$ cat src/rtl/intr_ctrl.sv
// Interrupt controller for the KCPSM6: latches rising edges of upd_sysregs and db_btns[5:1]
// into a write-1-to-clear pending register, masks them, and sequences the interrupt handshake.
module intr_ctrl #(
    parameter logic [7:0] PA_PEND  = 8'h20,
    parameter logic [7:0] PA_MASK  = 8'h21,
    parameter logic [7:0] PA_MISS  = 8'h22,
    parameter logic [7:0] MASK_RST = 8'h01
) (
    input  logic       clk,
    input  logic       reset,
    input  logic       upd_sysregs,
    input  logic [5:0] db_btns,
    input  logic [7:0] port_id,
    input  logic [7:0] out_port,
    input  logic       write_strobe,
    input  logic       interrupt_ack,
    output logic       interrupt,
    output logic [7:0] rd_data,
    output logic       rd_sel
);

    typedef enum logic [1:0] {IDLE, REQ, SERVICE} state_t;

    state_t     state, state_next;
    logic       upd_prev;
    logic [5:1] btn_prev;
    logic [7:0] pend, mask, miss;
    logic [7:0] pend_set, pend_clr, pend_next;
    logic       ev_upd;
    logic [5:1] ev_btn;
    logic       inc_miss;
    logic       wr_pend, wr_mask, wr_miss;
    logic       pend_wr_d;
    logic       pm_any;
    logic       btn0_unused;

    assign btn0_unused = db_btns[0];

    assign wr_pend = write_strobe && (port_id == PA_PEND);
    assign wr_mask = write_strobe && (port_id == PA_MASK);
    assign wr_miss = write_strobe && (port_id == PA_MISS);

    // A set in the same cycle as a clear of the same bit wins; bit 7 is never stored.
    always_comb begin
        ev_upd    = upd_sysregs & ~upd_prev;
        ev_btn    = db_btns[5:1] & ~btn_prev;
        inc_miss  = ev_upd & pend[0];
        pend_set  = {1'b0, inc_miss, ev_btn, ev_upd};
        pend_clr  = wr_pend ? out_port : 8'h00;
        pend_next = ((pend & ~pend_clr) | pend_set) & 8'h7F;
    end

    always_ff @(posedge clk or posedge reset) begin
        if (reset) begin
            upd_prev  <= 1'b0;
            btn_prev  <= '0;
            pend      <= 8'h00;
            mask      <= MASK_RST;
            miss      <= 8'h00;
            pend_wr_d <= 1'b0;
        end else begin
            upd_prev  <= upd_sysregs;
            btn_prev  <= db_btns[5:1];
            pend      <= pend_next;
            pend_wr_d <= wr_pend;
            if (wr_mask)
                mask <= out_port;
            if (wr_miss)
                miss <= {7'd0, inc_miss};
            else if (inc_miss && (miss != 8'hFF))
                miss <= miss + 8'd1;
        end
    end

    always_ff @(posedge clk or posedge reset) begin
        if (reset) begin
            rd_data <= 8'h00;
            rd_sel  <= 1'b0;
        end else begin
            rd_data <= 8'h00;
            rd_sel  <= 1'b0;
            if (port_id == PA_PEND) begin
                rd_data <= pend;
                rd_sel  <= 1'b1;
            end else if (port_id == PA_MASK) begin
                rd_data <= mask;
                rd_sel  <= 1'b1;
            end else if (port_id == PA_MISS) begin
                rd_data <= miss;
                rd_sel  <= 1'b1;
            end
        end
    end

    assign pm_any = |(pend & mask);

    // SERVICE is left only once software has written PEND, so events arriving there wait for it.
    always_comb begin
        state_next = state;
        case (state)
            IDLE:    if (pm_any) state_next = REQ;
            REQ: begin
                if (interrupt_ack)
                    state_next = SERVICE;
                else if (!pm_any)
                    state_next = IDLE;
            end
            SERVICE: if (pend_wr_d) state_next = pm_any ? REQ : IDLE;
            default: state_next = IDLE;
        endcase
    end

    always_ff @(posedge clk or posedge reset) begin
        if (reset) begin
            state     <= IDLE;
            interrupt <= 1'b0;
        end else begin
            state     <= state_next;
            interrupt <= (state_next == REQ);
        end
    end

endmodule

$ cat config.mk
export PLATFORM = sky130hd
export DESIGN_NAME = intr_ctrl
export DESIGN_NICKNAME = d
export VERILOG_FILES = /design/src/rtl/intr_ctrl.sv
export SDC_FILE = /design/constraint.sdc
export NUM_CORES = 1
export LEC_CHECK = 0
export CAP_MARGIN = 20
export CORE_AREA = 2 2 82 84
export DETAILED_ROUTE_END_ITERATION = 12
export DIE_AREA = 0 0 84 86
export GPL_ROUTABILITY_DRIVEN = 0
export HOLD_SLACK_MARGIN = 0.02
export SETUP_SLACK_MARGIN = 0.05
export SYNTH_ARGS = -nofsm -noshare
export SYNTH_HDL_FRONTEND = slang
export SYNTH_SLANG_ARGS = --single-unit
$ cat constraint.sdc
create_clock -name clk -period 2 [get_ports clk]
set_clock_uncertainty 0.2 [all_clocks]
set_input_delay 0.2 -clock clk [delete_from_list [all_inputs] [get_ports clk]]
set_output_delay 0.2 -clock clk [all_outputs]
set_load 0.01 [all_outputs]
Yosys cells after proc, flatten, opt, wreduce, memory -nomap -nowiden
Index checks and enable logic that the tools add are counted.
W data, S select, Z words.
{"block": "op_classes", "n_addsub": 1, "mul": 0, "n_div": 0, "magnitude_cmp": 0, "n_eq_ne": 7, "shift": 0, "mux": 15, "bitwise": 9, "n_reduce_logical": 7}
{"operator": "$mux W8", "count": 5}
{"operator": "$eq A8 B6 Y1 const B", "count": 3}
{"operator": "$add A8 B1 Y8 const B", "count": 1}
{"operator": "$and A7 B8 Y8", "count": 1}
{"operator": "$mux W2", "count": 4}
{"operator": "$ne A8 B8 Y1 const B", "count": 1}
{"operator": "$reduce_or A8 Y1", "count": 1}
{"operator": "$and A7 B7 Y7", "count": 1}
{"operator": "$mux W7", "count": 1}
{"operator": "$not A7 Y7", "count": 1}
{"operator": "$or A7 B7 Y7", "count": 1}
{"operator": "$pmux W2 S3", "count": 1}
{"operator": "$and A5 B5 Y5", "count": 1}
{"operator": "$not A5 Y5", "count": 1}
{"operator": "$eq A2 B1 Y1 const B", "count": 2}
{"operator": "$logic_and A1 B1 Y1", "count": 4}
{"operator": "$mux W1", "count": 4}
{"operator": "$and A1 B1 Y1", "count": 2}
{"operator": "$eq A2 B2 Y1 const B", "count": 1}
{"operator": "$logic_not A2 Y1", "count": 1}
{"operator": "$reduce_bool A2 Y1", "count": 1}
{"operator": "$not A1 Y1", "count": 1}
{"block": "word_totals", "reg_bits": 42, "latch_bits": 0, "ram_bits": 0, "romBits": 0, "input_bits": 27, "output_inout_bits": 10, "word_cells": 49, "n_memories": 0}

Longest topological paths before layout
Gate-level depths: netlist (run 1).
{"block": "depth", "word_depth": 6, "depth_mapped": 5, "mapped_depth_nobuf": 5}

Worst setup path after synthesis (run 1)
Ideal clock, no wire load.
{"block": "synth_timing", "kind": "input to register", "start": "in port_id[3]", "end": "reg mask[1]", "setup_time_ns": 0.125, "t_arrival_ns": 1.480, "path_slack_ns": 0.195, "cell_stages": 4, "path_cell_list": "or4b_4 -> nor3_4 -> nand3_4 -> mux2_2"}
{"block": "synth_between", "elab_chain_cells": 2}
{"item": "start: declaration", "line": "13", "rtl": "input logic [7:0] port_id,"}
{"item": "$eq A8 B6 Y1", "line": "40", "rtl": "assign wr_mask = write_strobe && (port_id == PA_MASK);"}
{"item": "$logic_and A1 B1 Y1", "line": "40"}
{"item": "end signal: assignment", "line": "67", "rtl": "mask <= out_port;"}
{"item": "end: declaration", "line": "27", "rtl": "logic [7:0] pend, mask, miss;"}
Every way passes these cells.
A chain may end at the register's enable or synchronous reset.

Worst setup path in the final report (run 1)
{"block": "layout_timing", "start": "in port_id[2]", "end": "reg mask[2]"}
Same word-level chain as after synthesis.

==> results.md, run 1 <==
* Outcome: complete, no violations
* Sequential element share of the synthesized area at 0.569
* Final core utilization at 0.397
* Worst slew pin tran at 399 ps
* Setup Buffers After CTS at 0
* Simple logic cell fraction of the synthesized area at 0.161
* Shortest period the worst path allows at 1710 ps
* Headroom to the max-slew limit at 0.731
* WL met1 at 2020 µm
* Post_cts resized at 0
* Max-cap violation count at 0
* Final period util at 0.854
* Drt total wl at 4090 µm
* Crit. End Element: register
* Mux cell area share after synthesis at 0.0920
* Worst skew pair latency at 290 ps
* PD cells at 774 nW/µm²
* Largest net degree at the start of global routing at 43
* Highest-delay cell along the critical path: or4b_4
* Max Transition Viols Final at 0
* Initial Util at 0.295
* Syn Inst Count at 165
* CTS Hold Bufs at 0
* Finished Cell Area at 2490 µm²
* Clock Path Buffers at 2
* EDFF count, synth at 0
* Dominant cells by area after synthesis: dfrtp_1 (55%), mux2_2 (4.9%), mux2i_1 (4.3%), nor2_1 (4.3%), a21oi_1 (3.5%)
* Placed Cells at 284
* Area Overhead vs Synth at 34.7%
* I/O Pins at 37
* Internal cell power at 0.00139 W
* Max VDD drop at 0.357 mV
* Total power at 0.00193 W
* Port Buffers at 35
* Mapped Area at 1850 µm²
* Die Y at 86 µm
* Slowest cell delay on critical path at 560 ps
* Nets at 242
* Drc violations at 0
* Asr flop ratio synth at 1.00
* Antenna diodes at 0
* Seq cells post-synth at 42
* Initial antenna violation count at 0
* Share of layout cells above drive strength 1 at 0.167
* Hold Vio Cnt, Final at 0
* Max layer used: met4
* Placed cell area at 2380 µm²
* Reg clk slew, reported paths at 80 ps
* Top-count cell post-synth: dfrtp_1
* Core ar. at 6280 µm²
* Fmax at 585 MHz
* Die X at 84 µm
* First-pass GRT wire length at 6790 µm
* LEAKAGE at 1.15 nW
* Routed wire per std cell at 14.0 µm
* Vias in the first global route at 1342
* Area leader, netlist: dfrtp_1
* # fillers at 621
* CP Cell Sequence: dlymetal6s2s_1 > or4b_4 > nor3_4 > nand3_4 > mux2_4
* Final HPWL DP at 2970 µm
* FF-to-FF path depth at 5
* Clk root buf: clkbuf_8
* CTS Buf Count at 5
* WP depth at 5
* Kind of critical path: input pin to register
* XOR/XNOR share of the synthesized area at 0.0142
* Row count at 29
* Clk sinks at 42
* Clock share of power at 0.294
* Met2 wire length at 1810 µm
* Die ar. at 7220 µm²
* Post-synth top cells: dfrtp_1 (41), nor2_1 (21), a21oi_1 (13)
* Non-Filler Instances at 292
* DRT iter0 DRCs at 32
* Combinational Power Share at 0.172
* Worst Path Required at 1980 ps
* HP Class: input pin to async pin
* Crit Path Max Fanout at 8
* Final setup fails at 0
* RSZ-0062 raised after global routing: false
* Syn_nets at 193
* Yosys top cell area share at 0.555
* Vias at 1417
* GR Overflow Total at 0
* Top FF cell, synth: dfrtp_1
* GRT Util Overall at 0.122
* Synth cell types at 38
* Delay-heaviest family, CP: simple AND/OR/NAND/NOR gates
* Switch Pwr at 0.000542 W
* CTS tree: yes
* Largest family of logic cells by synthesized area: simple AND/OR/NAND/NOR gates
* Synth warn at 0
* Part of the power in registers at 0.534
* Avg Inst Size Synth at 11.2 µm²
* Adder-cell share of the synthesized area at 0.00677
* Vias per inst at 4.85
* Data arrival, critical path at 1680 ps
* Final antenna-violating net count at 0
* H-Tree Depth at 2
* Switching portion of total power at 0.281
* Met3 wire length at 220 µm
* Bufs and invs on worst path at 1
* Synth Area in Compound Gates at 0.124
* Startpoint Class: input pin
* Total iterations of the first detailed-routing run at 4
==> power groups by stage <==
stage                     combinational [W]  clock (W)  sequential (W)
after floorplan                    0.000201          0         0.00102
after global placement             0.000329          0         0.00104
after detailed placement           0.000338          0         0.00105
after CTS                          0.000339   0.000584         0.00103
after global routing               0.000379   0.000619         0.00105
final                              0.000332   0.000567         0.00103
==> worst register-to-register path, cell delays in order (launching register included) <==
cell       delay [ps]
dfrtp_1           420
ha_1              260
nand3_1            80
o21ai_0           350
a2bb2oi_1         180
o21ai_0            90
==> state kept, by name (all words and copies together), names as in the netlist <==
signal / count
mask: 8
miss: 8
rd_data: 8
pend: 7
btn_prev: 5
state: 2
interrupt: 1
pend_wr_d: 1
rd_sel: 1
upd_prev: 1
==> worst paths after layout <==
check	from	end	slack, ps
max in group asynchronous	reset	mask[0]$_DFFE_PP1P_	1270
min in group clk	db_btns[1]	btn_prev[1]$_DFF_PP0_	180
max reg2reg	miss[0]$_DFFE_PP0P_	miss[0]$_DFFE_PP0P_	300
min	reset	state[1]$_DFF_PP0_	60
min reg2reg	state[1]$_DFF_PP0_	state[1]$_DFF_PP0_	300
max	port_id[2]	mask[2]$_DFFE_PP0P_	290
==> per-layer routing <==
metal	up-vias	global-route usage
met5	-	0
met4	0	0.0572
met3	2	0.0269
met2	36	0.177
met1	684	0.174
li1	695	-
==> metrics by stage <==
stage,hold WS [ps],setup slack [ps],TNS (ps)
2_1_floorplan,31.4,195,0
3_3_place_gp,278,-180,-4560
3_5_place_dp,294,-214,-5250
4_1_cts,70.6,101,0
5_1_grt,84.6,118,0
6_report,62.8,292,0
==> kinds of logic (layout without fill, tap and decap cells) <==
| logic type | count (synthesis) | count (layout) |
|---|---|---|
| buffers and inverters | 16 | 66 |
| muxes | 16 | 16 |
| DFF | 42 | 42 |
| AOI/OAI and AO/OA | 35 | 35 |
| and+or+nand+nor | 52 | 52 |
| xor gates and xnor gates | 3 | 3 |
| adders and majority gates | 1 | 1 |
==> cells in the final DEF, fill, tap and decap left out, types with 4 or more instances in the layout <==
cell             Yosys  routed
dfrtp_1             41      41
inv_1               10      10
buf_4                0      12
nand2_1              6       6
a22o_1               6       6
a21oi_1             13      13
nor2_1              21      21
mux2_2               8       7
dlymetal6s2s_1       0       4
o21ai_0              5       5
clkdlybuf4s50_1      0      31
clkbuf_8             0       6
nand4_1              8       8
mux2i_1              8       8
==> cell type report <==
type                            count  area (µm²)  area share
Multi-Input combinational cell    107         739       0.297
Tap cell                           77        96.3      0.0387
Timing Repair Buffer               48         470       0.189
Inverter                           10        37.5      0.0151
Clock buffer                        6        82.6      0.0331
Sequential cell                    42        1050       0.422
Clock inverter                      2        12.5     0.00502
Note: power is estimated with default switching activity, not from simulation.
==> run 2, diff against run 1 <==
--- a/config.mk
+++ b/config.mk
@@ -6,11 +6,14 @@
 export NUM_CORES = 1
 export LEC_CHECK = 0
 export CAP_MARGIN = 20
+export CELL_PAD_IN_SITES_DETAIL_PLACEMENT = 0
+export CELL_PAD_IN_SITES_GLOBAL_PLACEMENT = 1
 export CORE_AREA = 2 2 82 84
 export DETAILED_ROUTE_END_ITERATION = 12
 export DIE_AREA = 0 0 84 86
 export GPL_ROUTABILITY_DRIVEN = 0
 export HOLD_SLACK_MARGIN = 0.02
+export PLACE_DENSITY_LB_ADDON = 0.1
 export SETUP_SLACK_MARGIN = 0.05
 export SYNTH_ARGS = -nofsm -noshare
 export SYNTH_HDL_FRONTEND = slang
==> results.md, run 2 (synthesized netlist as in run 1, its figures left out) <==
* Highest-delay cell along the critical path: or4b_4
* RSZ-0062 raised after global routing: true
* Setup Buffers After CTS at 0 (unchanged)
* Die Y at 86 µm (unchanged)
* Worst skew pair latency at 290 ps (about the same)
* Final setup fails at 0 (unchanged)
* GRT Util Overall at 0.130 (+0.00760)
* Headroom to the max-slew limit at 0.652 (-0.0796)
* GR Overflow Total at 0 (unchanged)
* R2R Path End: miss[1]$_DFFE_PP0P_
* Commonest non-fill, non-tap cells in the layout: dfrtp_1 (41), clkdlybuf4s50_1 (32), nor2_1 (21)
* Initial Util at 0.295 (unchanged)
* Total iterations of the first detailed-routing run at 4 (unchanged)
* Fmax at 520 MHz (-11%)
* Clock Path Buffers at 2 (unchanged)
* Initial antenna violation count at 0 (unchanged)
* Worst r2r src: miss[0]$_DFFE_PP0P_
* Regs by FF count: mask (8), miss (8), rd_data (8)
* Final HPWL DP at 3310 µm (+11%)
* Final antenna-violating net count at 0 (unchanged)
* Reg2reg setup slack at 290 ps (about the same)
* Drt total wl at 4350 µm (+6.5%)
* Row count at 29 (unchanged)
* Antenna diodes at 0 (unchanged)
* Worst slew pin tran at 522 ps (+124 ps)
* Die ar. at 7220 µm² (unchanged)
* Worst Path Required at 1980 ps (about the same)
* LEAKAGE at 1.16 nW (+1.3%)
* I/O Pins at 37 (unchanged)
* Nets at 245 (+1.2%)
* Largest net degree at the start of global routing at 43 (unchanged)
* Max VDD drop at 0.395 mV (+11%)
* Drc violations at 0 (unchanged)
* CP Cell Sequence: clkdlybuf4s50_1 > or4b_4 > nor3_4 > nand3_4 > mux2_2
* Hold Vio Cnt, Final at 0 (unchanged)
* Final period util at 0.961 (+0.107)
* Placed cell area at 2400 µm² (+0.95%)
* Max Transition Viols Final at 0 (unchanged)
* Slowest cell delay on critical path at 490 ps (-70 ps)
* Crit Path Max Fanout at 8 (unchanged)
* Clk sinks at 42 (unchanged)
* Area Overhead vs Synth at 36.5%
* Hold WS at 73.4 ps (+10.7 ps)
* Max-cap violation count at 0 (unchanged)
* PD cells at 807 nW/µm² (+4.3%)
* Die X at 84 µm (unchanged)
* Crit. End Element: register
* FF-to-FF path depth at 5 (unchanged)
* Routed wire per std cell at 14.7 µm (+5.4%)
* Kind of critical path: input pin to register
* Commonest non-fill, non-tap cell in the layout: dfrtp_1
* Startpoint Class: input pin
* Fin Setup TNS at 0 ps (unchanged)
* Total power at 0.00204 W (+5.7%)
* First-pass GRT wire length at 7310 µm (+7.6%)
* Share of layout cells above drive strength 1 at 0.179 (+0.0115)
* Outcome: complete, no violations
* DRT iter0 DRCs at 59 (+84%)
* Finished Cell Area at 2520 µm² (+1.4%)
* CTS Buf Count at 5 (unchanged)
* HP Class: input pin to async pin
* CTS tree: yes
* Data arrival, critical path at 1900 ps (+220 ps)
* Shortest period the worst path allows at 1920 ps (+213 ps)
* Core ar. at 6280 µm² (unchanged)
* Vias in the first global route at 1495 (+11%)
* H-Tree Depth at 2 (unchanged)
* Port Buffers at 35 (unchanged)
* Vias per inst at 4.80 (-1.0%)
* Vias at 1417 (unchanged)
* Reg clk slew, reported paths at 80 ps (about the same)
* Clk root buf: clkbuf_8
[run 2: layer usage]
metal	track usage	share of wire
met4	0.0396	0.010
met1	0.165	0.48
met3	0.0346	0.040
met2	0.218	0.47
met5	0	0
[run 2: layout make-up]
cell class                 instances  area [µm²]
fill                             593        3750
tap                               77        96.3
clock buffer                       5        68.8
clock inverter                     3        40.0
inverter                          10        37.5
sequential                        42        1050
timing repair buffer              51         494
multi-input combinational        107         736
[run 2: per-stage QoR]
step | std cells | setup WS (ps) | utilization
5_1_grt | 295 | 18.9 | 0.402
2_1_floorplan | 165 | 195 | -
4_1_cts | 295 | 100 | 0.400
3_3_place_gp | 287 | -177 | 0.383
6_report | 295 | 78.3 | 0.402
3_5_place_dp | 287 | -212 | 0.383
[run 2: worst max path at each step]
stage / from / endpoint / slack [ps] / cells after the start
finish: port_id[5] / mask[2]$_DFFE_PP0P_ / 80 / 5
global route: port_id[5] / mask[6]$_DFFE_PP0P_ / 20 / 5
CTS: port_id[3] / pend[0]$_DFF_PP0_ / 100 / 6
detailed placement: port_id[3] / pend[0]$_DFF_PP0_ / -210 / 6
global placement: port_id[3] / pend[0]$_DFF_PP0_ / -180 / 6
floorplan: port_id[3] / mask[1]$_DFFE_PP0P_ / 190 / 4
[run 2: worst max-delay path: cells and delay by family]
kind	cells	cell delay [ps]
buffers and inverters	1	440
and+or+nand+nor	3	930
muxes	1	310
[run 2: timing repair]
action	CTS	global route
resized for setup	0	4
hold buffers	0	0
endpoints found under the setup margin	0	3
[run 2: report_power, final]
part           total [W]  switching (W)  leakage [nW]  internal, W
combinational   0.000364       0.000176         0.591     0.000188
clock           0.000654       0.000286        0.0579     0.000367
sequential       0.00102      0.0000854         0.515     0.000934
